===== src/rtl/seq_divider_pkg.sv =====
// Shared definitions for the sequential divider.
// Holds the FSM state encodings and width-generic helpers for the signed
// minimum constant and two's-complement negation. Helpers work on a
// MAX_W-bit container; callers pass their operand width and truncate the
// result with an explicit cast.
package seq_divider_pkg;

    localparam int unsigned MAX_W = 128;

    // FSM state encodings
    localparam logic [2:0] ST_IDLE = 3'd0;
    localparam logic [2:0] ST_PREP = 3'd1;
    localparam logic [2:0] ST_CALC = 3'd2;
    localparam logic [2:0] ST_FIX  = 3'd3;
    localparam logic [2:0] ST_DONE = 3'd4;

    typedef logic [2:0] state_t;

    // Most negative two's-complement value of a w-bit word
    function automatic logic [MAX_W-1:0] signed_min(input int unsigned w);
        return MAX_W'(1) << (w - 1);
    endfunction

    // Two's-complement negation of a w-bit word
    function automatic logic [MAX_W-1:0] twos_neg(input logic [MAX_W-1:0] x,
                                                  input int unsigned      w);
        logic [MAX_W-1:0] mask;
        mask = (MAX_W'(1) << w) - MAX_W'(1);
        return (~x + MAX_W'(1)) & mask;
    endfunction

endpackage


===== src/rtl/seq_divider_p_if.sv =====
// Operand/result handshake bundle for seq_divider_p.
// master: issues operands (in_valid, is_signed, dividend, divisor) and
//         accepts results (out_ready).
// slave : the divider; returns in_ready, out_valid, quotient, remainder,
//         div_by_zero, overflow.
interface seq_divider_p_if #(
    parameter int unsigned WIDTH = 32
);
    logic             in_valid;
    logic             in_ready;
    logic             is_signed;
    logic [WIDTH-1:0] dividend;
    logic [WIDTH-1:0] divisor;
    logic             out_valid;
    logic             out_ready;
    logic [WIDTH-1:0] quotient;
    logic [WIDTH-1:0] remainder;
    logic             div_by_zero;
    logic             overflow;

    modport master (
        output in_valid, is_signed, dividend, divisor, out_ready,
        input  in_ready, out_valid, quotient, remainder, div_by_zero, overflow
    );

    modport slave (
        input  in_valid, is_signed, dividend, divisor, out_ready,
        output in_ready, out_valid, quotient, remainder, div_by_zero, overflow
    );
endinterface


===== src/rtl/seq_divider_p_lzc.sv =====
// div_lzc: combinational leading-one detector.
// Ports:
//   x_i   : WIDTH-bit input word
//   msb_o : bit index of the most significant 1 in x_i (0 when x_i is 0);
//           purely combinational
module div_lzc #(
    parameter int unsigned WIDTH = 32
) (
    input  logic [WIDTH-1:0]         x_i,
    output logic [$clog2(WIDTH)-1:0] msb_o
);
    localparam int unsigned POS_W = $clog2(WIDTH);

    // Scan upward so the highest set bit wins
    always_comb begin
        msb_o = '0;
        for (int i = 0; i < WIDTH; i++) begin
            if (x_i[i]) begin
                msb_o = POS_W'(i);
            end
        end
    end
endmodule


===== src/rtl/seq_divider_p.sv =====
// seq_divider_p: multi-cycle radix-2 restoring divider, signed/unsigned,
// valid/ready on both sides, one operation in flight.
// Ports:
//   clk    : clock, rising edge
//   rst    : asynchronous active-high reset
//   bus_if : seq_divider_p_if.slave (operands in, results + flags out)
// Optional build macro DIV_EARLY_TERM_EN: skips the leading-zero iterations
// using two leading-one detectors; without it every operation runs WIDTH
// iterations.
module seq_divider_p
    import seq_divider_pkg::*;
#(
    parameter int unsigned WIDTH = 32
) (
    input  logic          clk,
    input  logic          rst,
    seq_divider_p_if.slave bus_if
);
    localparam int unsigned CNT_W = $clog2(WIDTH + 1);

    state_t             state_q, state_d;
    logic [WIDTH-1:0]   a_q, a_d;           // latched dividend
    logic [WIDTH-1:0]   b_q, b_d;           // latched divisor
    logic               sgn_q, sgn_d;       // latched signed mode
    logic [WIDTH-1:0]   sh_q, sh_d;         // dividend bits still to bring in
    logic [WIDTH-1:0]   dvs_q, dvs_d;       // |divisor|
    logic [WIDTH-1:0]   rem_q, rem_d;       // partial remainder
    logic [WIDTH-1:0]   quo_q, quo_d;       // quotient magnitude
    logic [CNT_W-1:0]   cnt_q, cnt_d;
    logic               dz_q, dz_d;         // pending divide-by-zero
    logic               ov_q, ov_d;         // pending signed overflow
    logic               qneg_q, qneg_d;
    logic               rneg_q, rneg_d;
    logic [WIDTH-1:0]   quotient_q, quotient_d;
    logic [WIDTH-1:0]   remainder_q, remainder_d;
    logic               dbz_q, dbz_d;
    logic               ovf_q, ovf_d;
    logic               out_valid_q, out_valid_d;
    logic               in_ready_q, in_ready_d;

    logic [WIDTH-1:0]   abs_a_c, abs_b_c;
    logic               zero_b_c, ovf_case_c;
    logic [WIDTH:0]     part_c;
    logic               ge_c;
    logic [CNT_W-1:0]   n_c;
    logic [WIDTH-1:0]   rem0_c, sh0_c;

    // Operand magnitudes and special-case detection from the latched operands
    always_comb begin
        abs_a_c    = (sgn_q && a_q[WIDTH-1]) ? WIDTH'(twos_neg(MAX_W'(a_q), WIDTH)) : a_q;
        abs_b_c    = (sgn_q && b_q[WIDTH-1]) ? WIDTH'(twos_neg(MAX_W'(b_q), WIDTH)) : b_q;
        zero_b_c   = (b_q == '0);
        ovf_case_c = sgn_q && (a_q == WIDTH'(signed_min(WIDTH))) && (b_q == '1);
    end

    // One restoring step: shift in next dividend bit, compare against |divisor|
    always_comb begin
        part_c = {rem_q, sh_q[WIDTH-1]};
        ge_c   = (part_c >= {1'b0, dvs_q});
    end

`ifdef DIV_EARLY_TERM_EN
    localparam int unsigned POS_W = $clog2(WIDTH);
    logic [POS_W-1:0] msb_a_c, msb_b_c;

    div_lzc #(.WIDTH(WIDTH)) u_lzc_a (.x_i(abs_a_c), .msb_o(msb_a_c));
    div_lzc #(.WIDTH(WIDTH)) u_lzc_b (.x_i(abs_b_c), .msb_o(msb_b_c));
`endif

    // Iteration count and initial datapath load.
    // With early termination the partial remainder is preloaded with the
    // dividend bits above the divisor's alignment point (always < |divisor|),
    // which is the same as aligning the divisor under the dividend's leading
    // one; the remaining N bits sit left-justified in the shift register.
    always_comb begin
        n_c    = CNT_W'(WIDTH);
        rem0_c = '0;
        sh0_c  = abs_a_c;
`ifdef DIV_EARLY_TERM_EN
        if (abs_a_c >= abs_b_c) begin
            n_c    = CNT_W'(msb_a_c) - CNT_W'(msb_b_c) + CNT_W'(1);
            rem0_c = abs_a_c >> n_c;
            sh0_c  = abs_a_c << (CNT_W'(WIDTH) - n_c);
        end else begin
            n_c    = '0;
            rem0_c = abs_a_c;
            sh0_c  = '0;
        end
`endif
    end

    // Next-state and datapath/output next values
    always_comb begin
        state_d     = state_q;
        a_d         = a_q;
        b_d         = b_q;
        sgn_d       = sgn_q;
        sh_d        = sh_q;
        dvs_d       = dvs_q;
        rem_d       = rem_q;
        quo_d       = quo_q;
        cnt_d       = cnt_q;
        dz_d        = dz_q;
        ov_d        = ov_q;
        qneg_d      = qneg_q;
        rneg_d      = rneg_q;
        quotient_d  = quotient_q;
        remainder_d = remainder_q;
        dbz_d       = dbz_q;
        ovf_d       = ovf_q;
        out_valid_d = out_valid_q;
        in_ready_d  = in_ready_q;

        case (state_q)
            ST_IDLE: begin
                if (bus_if.in_valid && in_ready_q) begin
                    a_d        = bus_if.dividend;
                    b_d        = bus_if.divisor;
                    sgn_d      = bus_if.is_signed;
                    dbz_d      = 1'b0;
                    ovf_d      = 1'b0;
                    in_ready_d = 1'b0;
                    state_d    = ST_PREP;
                end
            end
            ST_PREP: begin
                dz_d   = zero_b_c;
                ov_d   = ovf_case_c && !zero_b_c;
                qneg_d = sgn_q && (a_q[WIDTH-1] ^ b_q[WIDTH-1]);
                rneg_d = sgn_q && a_q[WIDTH-1];
                dvs_d  = abs_b_c;
                rem_d  = rem0_c;
                sh_d   = sh0_c;
                quo_d  = '0;
                cnt_d  = n_c;
                if (zero_b_c || ovf_case_c || (n_c == '0)) begin
                    state_d = ST_FIX;
                end else begin
                    state_d = ST_CALC;
                end
            end
            ST_CALC: begin
                sh_d  = sh_q << 1;
                cnt_d = cnt_q - CNT_W'(1);
                if (ge_c) begin
                    rem_d = WIDTH'(part_c - {1'b0, dvs_q});
                    quo_d = {quo_q[WIDTH-2:0], 1'b1};
                end else begin
                    rem_d = part_c[WIDTH-1:0];
                    quo_d = {quo_q[WIDTH-2:0], 1'b0};
                end
                if (cnt_q == CNT_W'(1)) begin
                    state_d = ST_FIX;
                end
            end
            ST_FIX: begin
                quotient_d  = qneg_q ? WIDTH'(twos_neg(MAX_W'(quo_q), WIDTH)) : quo_q;
                remainder_d = rneg_q ? WIDTH'(twos_neg(MAX_W'(rem_q), WIDTH)) : rem_q;
                if (dz_q) begin
                    quotient_d  = '1;
                    remainder_d = a_q;
                    dbz_d       = 1'b1;
                end else if (ov_q) begin
                    quotient_d  = WIDTH'(signed_min(WIDTH));
                    remainder_d = '0;
                    ovf_d       = 1'b1;
                end
                out_valid_d = 1'b1;
                state_d     = ST_DONE;
            end
            ST_DONE: begin
                if (bus_if.out_ready) begin
                    out_valid_d = 1'b0;
                    in_ready_d  = 1'b1;
                    state_d     = ST_IDLE;
                end
            end
            default: begin
                out_valid_d = 1'b0;
                in_ready_d  = 1'b1;
                state_d     = ST_IDLE;
            end
        endcase
    end

    // State and datapath registers
    always_ff @(posedge clk or posedge rst) begin
        if (rst) begin
            state_q     <= ST_IDLE;
            a_q         <= '0;
            b_q         <= '0;
            sgn_q       <= 1'b0;
            sh_q        <= '0;
            dvs_q       <= '0;
            rem_q       <= '0;
            quo_q       <= '0;
            cnt_q       <= '0;
            dz_q        <= 1'b0;
            ov_q        <= 1'b0;
            qneg_q      <= 1'b0;
            rneg_q      <= 1'b0;
            quotient_q  <= '0;
            remainder_q <= '0;
            dbz_q       <= 1'b0;
            ovf_q       <= 1'b0;
            out_valid_q <= 1'b0;
            in_ready_q  <= 1'b1;
        end else begin
            state_q     <= state_d;
            a_q         <= a_d;
            b_q         <= b_d;
            sgn_q       <= sgn_d;
            sh_q        <= sh_d;
            dvs_q       <= dvs_d;
            rem_q       <= rem_d;
            quo_q       <= quo_d;
            cnt_q       <= cnt_d;
            dz_q        <= dz_d;
            ov_q        <= ov_d;
            qneg_q      <= qneg_d;
            rneg_q      <= rneg_d;
            quotient_q  <= quotient_d;
            remainder_q <= remainder_d;
            dbz_q       <= dbz_d;
            ovf_q       <= ovf_d;
            out_valid_q <= out_valid_d;
            in_ready_q  <= in_ready_d;
        end
    end

    assign bus_if.in_ready    = in_ready_q;
    assign bus_if.out_valid   = out_valid_q;
    assign bus_if.quotient    = quotient_q;
    assign bus_if.remainder   = remainder_q;
    assign bus_if.div_by_zero = dbz_q;
    assign bus_if.overflow    = ovf_q;

endmodule


===== src/flat_wrapper.sv =====
// flat-port wrapper written by rule: the top's interface ports become plain ports
module seq_divider_p_flat import seq_divider_pkg::*;
#(
    parameter int unsigned WIDTH = 32
)
  (clk, rst, bus_if_in_valid, bus_if_is_signed, bus_if_dividend, bus_if_divisor, bus_if_out_ready, bus_if_in_ready, bus_if_out_valid, bus_if_quotient, bus_if_remainder, bus_if_div_by_zero, bus_if_overflow);
  seq_divider_p_if #(.WIDTH(WIDTH)) bus_if_i ();
  input  logic clk;
  input  logic rst;
  input wire logic [$bits(bus_if_i.in_valid)-1:0] bus_if_in_valid;
  input wire logic [$bits(bus_if_i.is_signed)-1:0] bus_if_is_signed;
  input wire logic [$bits(bus_if_i.dividend)-1:0] bus_if_dividend;
  input wire logic [$bits(bus_if_i.divisor)-1:0] bus_if_divisor;
  input wire logic [$bits(bus_if_i.out_ready)-1:0] bus_if_out_ready;
  output wire logic [$bits(bus_if_i.in_ready)-1:0] bus_if_in_ready;
  output wire logic [$bits(bus_if_i.out_valid)-1:0] bus_if_out_valid;
  output wire logic [$bits(bus_if_i.quotient)-1:0] bus_if_quotient;
  output wire logic [$bits(bus_if_i.remainder)-1:0] bus_if_remainder;
  output wire logic [$bits(bus_if_i.div_by_zero)-1:0] bus_if_div_by_zero;
  output wire logic [$bits(bus_if_i.overflow)-1:0] bus_if_overflow;
  assign bus_if_i.in_valid = bus_if_in_valid;
  assign bus_if_i.is_signed = bus_if_is_signed;
  assign bus_if_i.dividend = bus_if_dividend;
  assign bus_if_i.divisor = bus_if_divisor;
  assign bus_if_i.out_ready = bus_if_out_ready;
  assign bus_if_in_ready = bus_if_i.in_ready;
  assign bus_if_out_valid = bus_if_i.out_valid;
  assign bus_if_quotient = bus_if_i.quotient;
  assign bus_if_remainder = bus_if_i.remainder;
  assign bus_if_div_by_zero = bus_if_i.div_by_zero;
  assign bus_if_overflow = bus_if_i.overflow;
  seq_divider_p #(.WIDTH(WIDTH)) u_core (.clk(clk), .rst(rst), .bus_if(bus_if_i));
endmodule

===== config.mk =====
export PLATFORM = sky130hd
export DESIGN_NAME = seq_divider_p_flat
export DESIGN_NICKNAME = d
export VERILOG_FILES = /design/src/rtl/seq_divider_pkg.sv /design/src/rtl/seq_divider_p_if.sv /design/src/rtl/seq_divider_p_lzc.sv /design/src/rtl/seq_divider_p.sv /design/src/flat_wrapper.sv
export SDC_FILE = /design/constraint.sdc
export NUM_CORES = 1
export LEC_CHECK = 0
export ABC_AREA = 0
export CAP_MARGIN = 20
export CORE_MARGIN = 4
export CORE_UTILIZATION = 51
export CTS_BUF_LIST = sky130_fd_sc_hd__clkbuf_2
export DETAILED_ROUTE_END_ITERATION = 6
export PLACE_DENSITY = 0.72
export SYNTH_ARGS = -nofsm -noshare
export SYNTH_HDL_FRONTEND = slang
export SYNTH_SLANG_ARGS = --single-unit

===== constraint.sdc =====
create_clock -name clk -period 11.9 [get_ports clk]
set_input_delay 1.785 -clock clk [delete_from_list [all_inputs] [get_ports clk]]
set_output_delay 1.785 -clock clk [all_outputs]
set_load 0.005 [all_outputs]

After elaboration in Yosys (flattened, before gate mapping)
Cells that the tools add are included.

storage, ports and cells
  register bits = 274
  memory bits (read-only) = 0
  bits of input ports = 69
  memories = 0
  latch bits = 0
  word-level logic and storage cells = 96
  memory bits (writable) = 0

operators by class
  shift-type cells = 0
  mux-type cells = 29
  order comparisons = 1
  bitwise gates (word level) = 7
  reduce and logical (&&, ||, !) cells = 21
  div/mod/pow operators = 0
  equal/unequal tests = 13
  $add $sub $neg = 6
  multipliers = 0

operators by type and width
  cell                   number
  $mux 32                9
  $pmux 32 s2            3
  $add 32x1->32 const B  4
  $not 32->32            4
  $eq 32x32->1 const B   2
  $ge 33x32->1           1
  $logic_not 32->1       1
  $sub 32x32->32         1
  $pmux 3 s5             1
  $pmux 6 s2             1
  $mux 3                 3
  $reduce_and 3->1       3
  $mux 1                 8
  $ne 2x1->1 const B     4
  $logic_and 1x1->1      7
  $eq 3x2->1 const B     2
  $eq 6x1->1 const B     1
  $pmux 1 s3             2
  $reduce_or 3->1        2
  $sub 6x1->6 const B    1
  $ne 2x2->1 const B     2
  $pmux 1 s2             2
  $reduce_and 2->1       2
  $reduce_and 4->1       1
  other kinds (8)        10

Logic depth before layout (Yosys ltp)
  depth in word-level cells = 6
  depth in mapped cells = 13

Worst setup path after synthesis
OpenSTA, ideal clock, no wires.

  kind = flip-flop to flip-flop
  from = register u_core.sh_q[31]
  to = register u_core.rem_q[26]
  arrival = 2.725 ns
  period minus slack after synthesis = 2.858 ns
  buffers on the path = 0
  stages on the path, launching flop included = 14
  setup slack = 9.042 ns
  setup time = 0.134 ns
  data required time = 11.766 ns
  cell sequence = dfrtp_1 inv_1 ha_1 inv_1 fa_1 a21o_1 a221oi_1 a2bb2oi_1 a21oi_1 a21boi_0 o21ai_0 xnor2_1 mux2i_1 o21ai_0

on the way
  word-level cells in the longest chain between the ends = 3

RTL lines
  item                                                   RTL line                                   source
  start, declared                                        seq_divider_p.sv:25                        logic [WIDTH-1:0] sh_q, sh_d;
  start signal, assigned                                 seq_divider_p.sv:193                       sh_q <= '0;
  start signal, assigned                                 seq_divider_p.sv:213                       sh_q <= sh_d;
  $sub 32x32->32 / $ge 33x32->1 (equally long branches)  seq_divider_p.sv:146, seq_divider_p.sv:59
  $mux 32 (*)                                            seq_divider_p.sv:145                       if (ge_c) begin
  $pmux 32 s2 (*)                                        seq_divider_p.sv:114                       case (state_q)
  end signal, assigned                                   seq_divider_p.sv:215                       rem_q <= rem_d;
  end, declared                                          seq_divider_p.sv:27                        logic [WIDTH-1:0] rem_q, rem_d;

Mark *: on every way between the ends. The rest lies on a longest branch, timed or not.
A chain may end at the register's enable or synchronous reset.

==> results.cfg <==
[run_status]
status = finished, final reports clean

[drt]
routed_wirelength_um = 40090
drcViolationCount = 0
drtIter0Drc = 972
via_per_inst = 5.741
wl_per_cell_um = 17.71
antenna_left = 0
vias = 13000
firstDrtPassIters = 5

[clock_network]
hold_buffers = 0
cts_tree = yes
cts-htree-levels = 3
insertion_delay_ns = 0.84
cts-root-buf = clkbuf_2
cts_buffers = 73
cts_buffer_depth = 3
clock_sinks = 274
path_clk_slew_ns = 0.09
post_cts_buffers = 0
cts_resized = 0

[finish]
fin_nets = 1942
drive_gt1_frac = 0.08040
finish.utilization = 0.5993
areaGrowthSynthToFinish_pct = 14.86
final_cell_mix = nand2_1, dfrtp_1, o21ai_0, clkdlybuf4s50_1
layout_commonest_cell = nand2_1

[global_route]
antenna_found_initial = 1
grt_pass1_wl_um = 65010
grt_max_degree = 142
groute.usage.overall = 0.2405
gr-total-overflow = 0
grt_pass1_vias = 12430

[placed_design]
dpl.hpwl_um = 28290
gp_congestion = 0.9205
io_buffers = 136
dp_slack_ns = 7.027

[sta]
rsz0062_at_grt = no
hold_ws_ns = 0.4825
timing.final.ws_setup_ns = 7.894
worst_clock_skew_ns = 0.06948
max_freq_mhz = 249.6
maxSlewHeadroom = 0.3219
timing.final.crit_share = 0.3366
maxSlewViolCount = 0
worst_pin_slew_ns = 1.015
finalCriticalPeriod_ns = 4.006
timing.setup.tns_ns = 0
finalSetupViolCount = 0
hold_viol_final = 0

[job]
cap_violations = 0

[worst_setup_path]
worst-setup-path-type = in -> async
endpoint_kind = async pin
required_ns = 12.70
cp.arrival_ns = 4.80
slowest_delay_ns = 0.79
critical_path_buf_inv_count = 4
rrSetupSlack_ns = 8.21
cp_cell_sequence = clkdlybuf4s50_1 > inv_8 > buf_4 > buf_4
crit_path_start_kind = primary input
crit_slowest_cell = buf_4
critPathMaxFanout = 141
cp_common_cell = buf_4
critPathTopFamily = buffers and inverters

[synth]
synthCells = 1705
synth_enable_flop_cells = 0
ys_async_sr_fraction = 1.000
yosysUniqueCellTypes = 71
synth_area_um2 = 15140
synth_seq_cells = 274
synthAdderAreaFrac = 0.03356
ys_warn_count = 0
syn_nets = 1814
synthSimpleGateAreaFrac = 0.1759
synth-main-ff-cell = dfrtp_1
synth_compound_area_frac = 0.1930
synth_top_family_by_area = compound AO/OA/AOI/OAI gates
yosysSeqAreaShare = 0.4531
yosys.area_share.xor_xnor = 0.08506
syn_avg_cell_area_um2 = 8.878
synth_mux_area_frac = 0.01992

[floorplanning]
core-area_um2 = 29010
start_util = 0.5217
dieWidth_um = 180.3
die_area_um2 = 32500
fp-row-count = 62
die_y_um = 180.3
io_pins = 137

[worst_hold_path]
hold_class = reg -> reg

[power]
p_leak_nw = 7.901
ir_drop_v = 0.0001434
power.total_mw = 5.122
powerDensity_nw_per_um2 = 294.6
==> logic make-up after synthesis <==
family                     Yosys count
xor gates and xnor gates           147
adders and majority gates           40
DFF                                274
buffers and inverters              154
muxes                               30
and+or+nand+nor                    602
AOI/OAI and AO/OA                  458
==> sequential cells by signal (all words and copies together) (netlist names) <==
name / flops
u_core.a_q: 32
u_core.b_q: 32
u_core.bus_if.div_by_zero: 1
u_core.bus_if.in_ready: 1
u_core.bus_if.out_valid: 1
u_core.bus_if.overflow: 1
u_core.bus_if.quotient: 32
u_core.bus_if.remainder: 32
u_core.cnt_q: 6
u_core.dvs_q: 32
u_core.dz_q: 1
u_core.ov_q: 1
u_core.qneg_q: 1
u_core.quo_q: 32
u_core.rem_q: 32
u_core.rneg_q: 1
u_core.sgn_q: 1
u_core.sh_q: 32
u_core.state_q: 3
==> power by group <==
part | switching [mW] | total, mW | internal (mW)
combinational | 1.46 | 2.64 | 1.17
clock | 0.383 | 0.665 | 0.282
sequential | 0.503 | 1.82 | 1.32
total | 2.35 | 5.12 | 2.77
==> layout make-up <==
type                    instances  area (um2)
flip-flops and latches        274        6858
multi-input cells            1277        7700
fillers                      2667       11630
inverters                      58       225.2
clock buffers                 109       545.5
well taps                     384       480.5
repair buffers                149        1471
diodes                          2       5.005
clock inverters                11       101.3
==> metal layers <==
layer,wire [um],GRT usage,share of wire
met1,17800,0.3334,0.44
met2,18680,0.3844,0.47
met3,2567,0.04461,0.064
met4,1036,0.08046,0.026
met5,0,0,0
==> worst paths after layout <==
path,start,endpoint,depth (start not counted)
worst max register to register,u_core.rem_q[13],u_core.rem_q[17],11
worst min-delay path,u_core.bus_if.quotient[17],u_core.bus_if.quotient[17],2
min in group asynchronous,rst,u_core.bus_if.remainder[4],2
worst min register to register,u_core.bus_if.quotient[17],u_core.bus_if.quotient[17],2
max in group clk,u_core.bus_if.in_ready,bus_if_in_ready,1
worst max-delay path,rst,u_core.dvs_q[18],4
==> cells in the mapped netlist (all sizes together), types with 14 or more instances <==
| cell | instances | area share |
|---|---|---|
| nand2 | 347 | 0.086 |
| dfrtp | 273 | 0.45 |
| o21ai | 167 | 0.055 |
| nor2 | 110 | 0.027 |
| a21oi | 89 | 0.029 |
| clkbuf | 88 | 0.022 |
| xor2 | 82 | 0.047 |
| xnor2 | 65 | 0.038 |
| inv | 58 | 0.014 |
| ha | 39 | 0.032 |
| a22o | 31 | 0.018 |
| a22oi | 30 | 0.015 |
| mux2i | 29 | 0.019 |
| o31ai | 28 | 0.014 |
| nor3 | 27 | 0.010 |
| nand3 | 23 | 0.0079 |
| o22ai | 21 | 0.0087 |
| o22a | 19 | 0.011 |
| o41ai | 17 | 0.011 |
| or4 | 16 | 0.0087 |
| nand4 | 14 | 0.0058 |
==> through the flow <==
stage | cells | cell area, um2
3_5_place_dp | 2141 | 16710
3_3_place_gp | 2141 | 16710
5_1_grt | 2264 | 17390
2_1_floorplan | 1705 | 15140
6_report | 2264 | 17390
4_1_cts | 2261 | 17360
==> worst reg2reg max path: stages (launching register included) <==
cell	delay, ns
dfrtp_1	0.50
ha_1	0.46
a21oi_1	0.11
o21ai_1	0.23
nor2_1	0.13
o41ai_2	0.35
nand4_1	0.22
and3_1	0.27
o311ai_4	0.42
buf_4	0.51
mux2i_1	0.26
o22ai_1	0.10
(Power assumes the default switching activity.)
